<file path="config.mk">
export PLATFORM = sky130hd
export DESIGN_NAME = alu_operand_sequencer
export DESIGN_NICKNAME = d
export VERILOG_FILES = /design/src/rtl/cpu_pkg.sv /design/src/rtl/regfile.sv /design/src/rtl/alu_operand_sequencer.sv
export SDC_FILE = /design/constraint.sdc
export NUM_CORES = 1
export LEC_CHECK = 0
export ABC_AREA = 1
export BUFFER_PORTS_ARGS = -buffer_cell sky130_fd_sc_hd__buf_2
export CAP_MARGIN = 0
export CORE_ASPECT_RATIO = 1.5
export CORE_MARGIN = 3
export CORE_UTILIZATION = 35
export DETAILED_ROUTE_END_ITERATION = 16
export GPL_ROUTABILITY_DRIVEN = 0
export SLEW_MARGIN = 20
export SYNTH_ARGS = -nofsm -noshare
export SYNTH_HDL_FRONTEND = slang
export SYNTH_HIERARCHICAL = 1
export SYNTH_SLANG_ARGS = --single-unit
</file>
<file path="constraint.sdc">
create_clock -name clk -period 2.7 [get_ports clk]
set_clock_uncertainty 0.05 [all_clocks]
set_input_delay 0.405 -clock clk [delete_from_list [all_inputs] [get_ports clk]]
set_output_delay 0.405 -clock clk [all_outputs]
set_load 0.05 [all_outputs]
</file>
<file path="src/rtl/cpu_pkg.sv">
// Shared types and constants for the operand sequencer slice.
// Widths, FSM states, ALU op and shift codes.
package cpu_pkg;

  localparam int CPU_DW   = 16;
  localparam int CPU_NREG = 8;
  localparam int CPU_AW   = 3;

  typedef enum logic [2:0] {
    ST_IDLE,
    ST_FETCH_A,
    ST_FETCH_B,
    ST_EXEC,
    ST_WRITE
  } state_e;

  localparam logic [1:0] OP_ADD  = 2'b00;
  localparam logic [1:0] OP_SUB  = 2'b01;
  localparam logic [1:0] OP_AND  = 2'b10;
  localparam logic [1:0] OP_NOTB = 2'b11;

  localparam logic [1:0] SH_NONE = 2'b00;
  localparam logic [1:0] SH_LSL1 = 2'b01;
  localparam logic [1:0] SH_LSR1 = 2'b10;
  localparam logic [1:0] SH_ASR1 = 2'b11;

endpackage

</file>
<file path="src/rtl/regfile.sv">
// Register file: one sync write port, async clear,
// a fetch read port and a debug read port.
module regfile
  import cpu_pkg::*;
#(
  parameter int DW   = CPU_DW,
  parameter int NREG = CPU_NREG,
  parameter int AW   = CPU_AW
) (
  input  logic          clk,
  input  logic          reset_n,
  input  logic          we,
  input  logic [AW-1:0] waddr,
  input  logic [DW-1:0] wdata,
  input  logic [AW-1:0] raddr,
  output logic [DW-1:0] rdata,
  input  logic [AW-1:0] dbg_addr,
  output logic [DW-1:0] dbg_data
);

  logic [DW-1:0] mem_q [NREG];
  logic [DW-1:0] mem_d [NREG];

  // Next array contents: hold, or overwrite one entry.
  always_comb begin
    mem_d = mem_q;
    if (we) mem_d[waddr] = wdata;
  end

  // Storage, cleared on reset.
  always_ff @(posedge clk or negedge reset_n) begin
    if (!reset_n) begin
      for (int i = 0; i < NREG; i++)
        mem_q[i] <= '0;
    end else begin
      mem_q <= mem_d;
    end
  end

  assign rdata    = mem_q[raddr];
  assign dbg_data = mem_q[dbg_addr];

endmodule

</file>
<file path="src/rtl/alu_operand_sequencer.sv">
// Multicycle operand fetch / writeback sequencer in
// front of a combinational 16-bit ALU.
module alu_operand_sequencer
  import cpu_pkg::*;
#(
  parameter int DW   = CPU_DW,
  parameter int NREG = CPU_NREG
) (
  input  logic               clk,
  input  logic               reset_n,
  input  logic               start,
  input  logic [1:0]         op,
  input  logic [CPU_AW-1:0]  rd,
  input  logic [CPU_AW-1:0]  rn,
  input  logic [CPU_AW-1:0]  rm,
  input  logic [1:0]         shift,
  input  logic               wr_en,
  input  logic [CPU_AW-1:0]  wr_addr,
  input  logic [DW-1:0]      wr_data,
  input  logic [CPU_AW-1:0]  rd_addr,
  output logic [DW-1:0]      rd_data,
  output logic [DW-1:0]      ain,
  output logic [DW-1:0]      bin,
  output logic [1:0]         aluop,
  input  logic [DW-1:0]      alu_out,
  input  logic               alu_z,
  output logic               busy,
  output logic               done,
  output logic               status_z
);

  localparam int AW = CPU_AW;

  state_e        state_q, state_d;
  logic [1:0]    op_q, op_d;
  logic [AW-1:0] rd_q, rd_d;
  logic [AW-1:0] rn_q, rn_d;
  logic [AW-1:0] rm_q, rm_d;
  logic [1:0]    sh_q, sh_d;
  logic [DW-1:0] a_q, a_d;
  logic [DW-1:0] b_q, b_d;
  logic [DW-1:0] c_q, c_d;
  logic          z_q, z_d;
  logic          busy_q, busy_d;
  logic          done_q, done_d;

  logic          rf_we;
  logic [AW-1:0] rf_waddr;
  logic [DW-1:0] rf_wdata;
  logic [AW-1:0] rf_raddr;
  logic [DW-1:0] rf_rdata;
  logic [DW-1:0] b_sh;

  regfile #(
    .DW   (DW),
    .NREG (NREG),
    .AW   (AW)
  ) u_rf (
    .clk      (clk),
    .reset_n  (reset_n),
    .we       (rf_we),
    .waddr    (rf_waddr),
    .wdata    (rf_wdata),
    .raddr    (rf_raddr),
    .rdata    (rf_rdata),
    .dbg_addr (rd_addr),
    .dbg_data (rd_data)
  );

  // Fetch port address and the single write port mux.
  always_comb begin
    rf_raddr = (state_q == ST_FETCH_A) ? rn_q : rm_q;
    rf_we    = 1'b0;
    rf_waddr = wr_addr;
    rf_wdata = wr_data;
    if (state_q == ST_WRITE) begin
      rf_we    = 1'b1;
      rf_waddr = rd_q;
      rf_wdata = c_q;
    end else if (state_q == ST_IDLE) begin
      rf_we    = wr_en;
    end
  end

  // One-bit shifter on the B operand.
  always_comb begin
    b_sh = rf_rdata;
    unique case (sh_q)
      SH_NONE: b_sh = rf_rdata;
      SH_LSL1: b_sh = {rf_rdata[DW-2:0], 1'b0};
      SH_LSR1: b_sh = {1'b0, rf_rdata[DW-1:1]};
      SH_ASR1: b_sh = {rf_rdata[DW-1],
                       rf_rdata[DW-1:1]};
      default: b_sh = rf_rdata;
    endcase
  end

  // Sequencer next state and datapath register updates.
  always_comb begin
    state_d = state_q;
    op_d    = op_q;
    rd_d    = rd_q;
    rn_d    = rn_q;
    rm_d    = rm_q;
    sh_d    = sh_q;
    a_d     = a_q;
    b_d     = b_q;
    c_d     = c_q;
    z_d     = z_q;
    busy_d  = busy_q;
    done_d  = 1'b0;
    unique case (state_q)
      ST_IDLE: begin
        if (start) begin
          op_d    = op;
          rd_d    = rd;
          rn_d    = rn;
          rm_d    = rm;
          sh_d    = shift;
          state_d = ST_FETCH_A;
          busy_d  = 1'b1;
        end
      end
      ST_FETCH_A: begin
        a_d     = rf_rdata;
        state_d = ST_FETCH_B;
      end
      ST_FETCH_B: begin
        b_d     = b_sh;
        state_d = ST_EXEC;
      end
      ST_EXEC: begin
        c_d     = alu_out;
        z_d     = alu_z;
        done_d  = 1'b1;
        state_d = ST_WRITE;
      end
      ST_WRITE: begin
        busy_d  = 1'b0;
        state_d = ST_IDLE;
      end
      default: begin
        busy_d  = 1'b0;
        state_d = ST_IDLE;
      end
    endcase
  end

  // State, latched fields, operands and flags.
  always_ff @(posedge clk or negedge reset_n) begin
    if (!reset_n) begin
      state_q <= ST_IDLE;
      op_q    <= '0;
      rd_q    <= '0;
      rn_q    <= '0;
      rm_q    <= '0;
      sh_q    <= '0;
      a_q     <= '0;
      b_q     <= '0;
      c_q     <= '0;
      z_q     <= 1'b0;
      busy_q  <= 1'b0;
      done_q  <= 1'b0;
    end else begin
      state_q <= state_d;
      op_q    <= op_d;
      rd_q    <= rd_d;
      rn_q    <= rn_d;
      rm_q    <= rm_d;
      sh_q    <= sh_d;
      a_q     <= a_d;
      b_q     <= b_d;
      c_q     <= c_d;
      z_q     <= z_d;
      busy_q  <= busy_d;
      done_q  <= done_d;
    end
  end

  assign ain      = a_q;
  assign bin      = b_q;
  assign aluop    = op_q;
  assign busy     = busy_q;
  assign done     = done_q;
  assign status_z = z_q;

endmodule
</file>
After elaboration in Yosys (flattened, before gate mapping):

Index checks and enable logic that the tools add are counted.

* flip-flop bits (word level): 195
* latch bits: 0
* bits in writable memories: 0
* ROM bits: 0
* input bits: 56
* output and inout port bits: 53
* word-level logic and storage cells: 62
* memories kept: 0

* $add $sub $neg: 0
* multiply operators: 0
* divide/modulo/power cells: 0
* $lt $le $gt $ge: 4
* eq/ne operators: 8
* shift-type cells: 0
* muxes and demuxes: 20
* bitwise logic cells: 4
* reduce and logical (&&, ||, !) cells: 6

Operator list (count)
* bitwise mux 128 bit: 1
* binary-select mux 16 bit (select 3 bit): 2
* 2-to-1 mux 16 bit: 6
* one-hot mux 16 bit (4 select lines): 1
* demux 16 bit (select 3 bit): 1
* greater-or-equal comparator 4 bit, second input constant: 3
* inverter 3 -> 4 bit: 3
* one-hot mux 3 bit (4 select lines): 1
* 2-to-1 mux 3 bit: 3
* equality test 3 x 2 -> 1 bit, second input constant: 2
* equality test 2 bit, second input constant: 2
* less-than comparator 4 x 1 -> 1 bit, second input constant: 1
* 2-to-1 mux 1 bit: 4
* AND reduction 2 bit: 2
* equality test 3 x 1 -> 1 bit, second input constant: 1
* equality test 3 bit, second input constant: 1
* zero test 3 bit: 1
* OR reduction 3 bit: 1
* equality test 2 x 1 -> 1 bit, second input constant: 1
* zero test 2 bit: 1
* != test 2 bit, second input constant: 1
* one-hot mux 1 bit (2 select lines): 1
* logical AND 1 bit: 1
* inverter 1 bit: 1

Logic depth before layout (Yosys ltp):

* word-level depth: 8
* gate-level depth with buffers: 18
* depth with buffers taken out: 14

Modules after synthesis:

The synthesis kept the hierarchy.

By module, submodules not included
* regfile: instances 1, cells each 1165, area each 7489.7 sq um, sequential area each 3203.1 sq um
* alu_operand_sequencer: instances 1, cells each 424, area each 3254.4 sq um, sequential area each 1676.6 sq um

Worst setup path after synthesis:

OpenSTA, ideal clock, no wires.

* path type: register to register
* start: register state_q[2]
* end: register b_q[15], in the netlist bin[15]
* setup time: 0.118 ns
* arrival time: 1.993 ns
* required time: 2.532 ns
* slack: 0.539 ns
* cell stages (with the launch flop): 19
* buffers on the path: 4
* clock period less this slack: 2.161 ns
* path through: dfrtp_1 buf_2 inv_2 nand3_2 buf_4 buf_6 nand2_1 o21ai_2 inv_2 clkbuf_1 nand2_1 nand3_1 nand2_1 nand2_1 nand2_1 nand3_1 nand3_1 nand2_1 nand2_1

* word-level cells in the longest chain between the ends: 7
* elaborated cells between the ends (all ways): 8
* classes of those cells: eq/ne: 2; mux: 5; bitwise: 1

Ends and longest elaborated chain
* start, declared: RTL line alu_operand_sequencer.sv:34 `state_e state_q, state_d;`
* start signal, assigned: RTL line alu_operand_sequencer.sv:165 `state_q <= state_d;`
* equality test 3 x 1 -> 1 bit: RTL line alu_operand_sequencer.sv:72 `rf_raddr = (state_q == ST_FETCH_A) ? rn_q : rm_q;`
* 2-to-1 mux 3 bit: RTL line alu_operand_sequencer.sv:72
* named net rf_raddr[0]: RTL line alu_operand_sequencer.sv:50 `logic [AW-1:0] rf_raddr;`
* inverter 3 -> 4 bit (not written as such): RTL line regfile.sv:40 `assign rdata = mem_q[raddr];`
* binary-select mux 16 bit (select 3 bit): RTL line regfile.sv:40
* 2-to-1 mux 16 bit (not written as such) (2 in a row): RTL line regfile.sv:40
* named net rf_rdata[14]: RTL line alu_operand_sequencer.sv:51 `logic [DW-1:0] rf_rdata;`
* one-hot mux 16 bit (4 select lines): RTL line alu_operand_sequencer.sv:88 `unique case (sh_q)`
* end signal, assigned: RTL line alu_operand_sequencer.sv:159 `b_q <= '0;`
* end signal, assigned: RTL line alu_operand_sequencer.sv:172 `b_q <= b_d;`
* end, declared: RTL line alu_operand_sequencer.sv:41 `logic [DW-1:0] b_q, b_d;`

The timed path passes the listed nets, and every way through them passes these cells. The select of a mux whose other input is x is not followed.
A chain may end at the register's enable or synchronous reset.

Worst setup path after layout:

* start: register state_q[1]
* end: register b_q[0], in the netlist bin[0]

Same word-level chain as after synthesis.

==> impl_metrics.yaml <==
status:
  run_status: "complete, no violations"
routing:
  antenna_violating_nets_post_route: 0
  drt-met1-wl_um: 13470
  dr.pass1.iters: 5
  violation_count_after_the_first_detailed_route_iteration: 902
  detailroute.via_count: 10070
  met3_length_um: 1703
  via_density: 4.885
  drt_wl_total_um: 34770
  uppermost_signal_routing_layer_after_detailed_routing: "met4"
  wl_met2_um: 17700
  drc: 0
  drt-wirelength-per-cell_um: 16.86
run:
  cap_violations: 0
clocking:
  postCtsSetupBuffers: 0
  htree_num_levels: 4
  cts_tree: "yes"
  post_cts_resized: 0
  cts_stage_hold_buffer_count: 1
  ctsLongestPathBuffers: 2
  clock_sinks: 195
  clk_transition_reported_paths_ps: 80
  root_buffer: "clkbuf_16"
  cts-buffers-inserted: 17
  worstSkewPairLatency_ps: 470
grt:
  antenna_violations_before_repair: 0
  globalRoute.totalOverflow: 0
  first_pass_grt_wire_length_um: 54450
  first_global_vias: 9977
  grt_start_max_net_pins: 65
  grt_use_total: 0.2151
sta:
  achievable-frequency_mhz: 413.7
  max_slew_violation_total_from_the_final_report: 0
  post-route-min-period_ps: 2417
  period_share: 0.8953
  timing.slew.headroom: 0.4559
  setup_violations: 0
  rsz_0062_raised_after_global_routing: "false"
  fin_ws_ps: 282.8
  final.setup.tns_ps: 0
  worstMarginPinSlew_ps: 815.3
  hold_viol_final: 0
final_layout:
  final_cell_count_no_fill: 2062
  summed_area_of_non_filler_cells_in_the_final_layout_sq_mm: 0.01228
  nFillCells: 3180
  post_route_cells_drive_above_1_share: 0.1188
  area.growth.synth_to_final_pct: 14.30
  final_net_count: 1710
  antenna-diode-count: 0
critical_path:
  critical_path.cell_chain: "inv_2 -> nand3_2 -> nand2_1 -> o21ai_2 -> inv_1 -> nand2_1 -> nand2_1 -> inv_1 -> o21ai_0 -> nand2_1 -> nand2_1"
  worst_path_dominant_cell_family: "buffers and inverters"
  critical_path_required_ps: 3050
  critical_path.slowest_cell: "inv_1"
  cp_common_cell: "nand2_1"
  criticalPathCategory: "flip-flop to flip-flop"
  cp_slowest_stage_delay_ps: 600
  timing.reg2reg.setup_slack_ps: 280
  timing.critical_path.fanout_max: 16
  cp_data_arrival_time_ps: 2770
  critical_path.n_buffers_inverters: 3
  critPathLaunchType: "flip-flop"
  setup.worst_path.end_class: "flip-flop"
yosys:
  postSynthNetCount: 1645
  synth-seq-area-share: 0.4542
  syn_area_sq_mm: 0.01074
  synth_top_family_by_area: "simple AND/OR/NAND/NOR gates"
  synth_simple_gate_area_frac: 0.3668
  syn_avg_cell_area_sq_um: 6.762
  synth-seq-cells: 195
  synth-xor-area-share: 0
  synth_top_cells_by_area: "dfrtp_1 45%, nand2_1 27%, nand3_1 8.3%, o21ai_0 6.4%, inv_1 6.0%"
  yosys-mux-area-fraction: 0
  synth_top_cell_by_area: "dfrtp_1"
  synth_fa_ha_area_frac: 0
  synth_compound_area_frac: 0.07360
  yosys.area.top_type_share: 0.4542
  ys_warn_count: 6
  netlist_instances: 1589
  yosysUniqueCellTypes: 24
floorplan:
  start_util: 0.3597
  dieHeight_um: 220.6
  die_width_um: 149.1
  rows: 77
  placeableCoreArea_sq_mm: 0.02987
  fp.dieArea_sq_mm: 0.03288
  io_pins: 109
placed_design:
  dp_cells: 2029
  pre_cts_slack_ps: 343.3
  count_of_buffers_inserted_at_the_top_level_ports: 108
  dp_hpwl_um: 23240
  dpl-instance-area_sq_mm: 0.01170
pwr:
  power.density_cell_area_mw_per_mm2: 1369
  ir_drop_uv: 570.8
  leakage_nw: 6.890
  total_power_mw: 16.82
hold_path:
  holdCritPathClass: "input pin to flip-flop"
metrics by stage:
step                        util  hold WS [ps]
after global routing      0.4112         75.75
after global placement    0.3917         325.4
after detailed placement  0.3917         330.9
after floorplan                -         59.41
final                     0.4112         80.53
after CTS                 0.4112         55.97
Yosys cell counts:
cell,count
buf_4,4
nand2_1,779
inv_1,171
o21a_1,1
o21ai_2,10
buf_6,3
nor2_2,2
nand2_2,1
buf_1,3
clkbuf_2,5
o21ai_0,138
nand2_4,1
nor2_4,2
nand3_2,2
clkinv_2,1
a21oi_1,1
dfrtp_1,195
nand3_1,179
nor3_4,1
buf_2,53
inv_2,8
nor2_1,4
clkbuf_1,24
nand3_4,1
cell type report:
type | count | area (sq um) | area share
Sequential cell | 195 | 4880 | 0.3974
Clock buffer | 17 | 425.4 | 0.03464
Tap cell | 395 | 494.2 | 0.04024
Multi-Input combinational cell | 1122 | 4740 | 0.3859
Timing Repair Buffer | 138 | 917.1 | 0.07468
Inverter | 180 | 676.9 | 0.05512
Clock inverter | 15 | 147.6 | 0.01202
registers in the layout, summed over array words and instances, names as in the netlist:
register	count
u_rf/mem_q	128
ain	16
bin	16
c_q	16
rd_q	3
rm_q	3
rn_q	3
state_q	3
aluop	2
sh_q	2
busy	1
done	1
status_z	1
per-layer routing:
| metal | vias to the layer above | track usage |
|---|---|---|
| met3 | 86 | 0.02848 |
| li1 | 4998 | - |
| met2 | 317 | 0.3794 |
| met1 | 4672 | 0.2493 |
| met5 | - | 0 |
| met4 | 0 | 0.1246 |
worst register-to-register path, cell delays in order, from the launching register on:
cell and delay, ps:
dfrtp_1 470, inv_2 100, nand3_2 190, nand2_1 130, o21ai_2 60, inv_1 600
nand2_1 120, nand2_1 240, inv_1 110, o21ai_0 150, nand2_1 80, nand2_1 60
placed cells by master, fill, tap and decap left out, types with 2 or more instances in the layout:
cell type,netlist,layout
buf_12,0,11
buf_2,53,106
buf_4,4,19
clkbuf_16,0,17
clkinv_2,1,2
clkinv_4,0,6
clkinv_8,0,2
dfrtp_1,195,195
inv_1,171,171
inv_2,8,8
inv_6,0,4
inv_8,0,2
nand2_1,779,779
nand3_1,179,179
nand3_2,2,2
nor2_1,4,4
nor2_2,2,2
nor2_4,2,2
o21ai_0,138,138
o21ai_2,10,9
power breakdown:
part	internal, mW	switching (mW)
Sequential	4.30	0.817
Combinational	2.64	6.56
Clock	1.22	1.28
Total	8.16	8.66
final timing paths:
path / start / depth (start not counted) / to
max: state_q[1] / 11 / bin[0]
min reg2reg: ain[15] / 2 / ain[15]
max in group asynchronous: reset_n / 3 / rd_q[2]
max reg2reg: state_q[1] / 11 / bin[0]
min in group asynchronous: reset_n / 2 / u_rf/mem_q[94]
min: alu_out[9] / 3 / c_q[9]
kinds of logic (layout without fill, tap and decap cells):
family | count (synthesis) | count (layout)
DFF | 195 | 195
buffers and inverters | 272 | 350
AOI/OAI and AO/OA | 150 | 150
and+or+nand+nor | 972 | 972
Note: power is estimated with default switching activity, not from simulation.
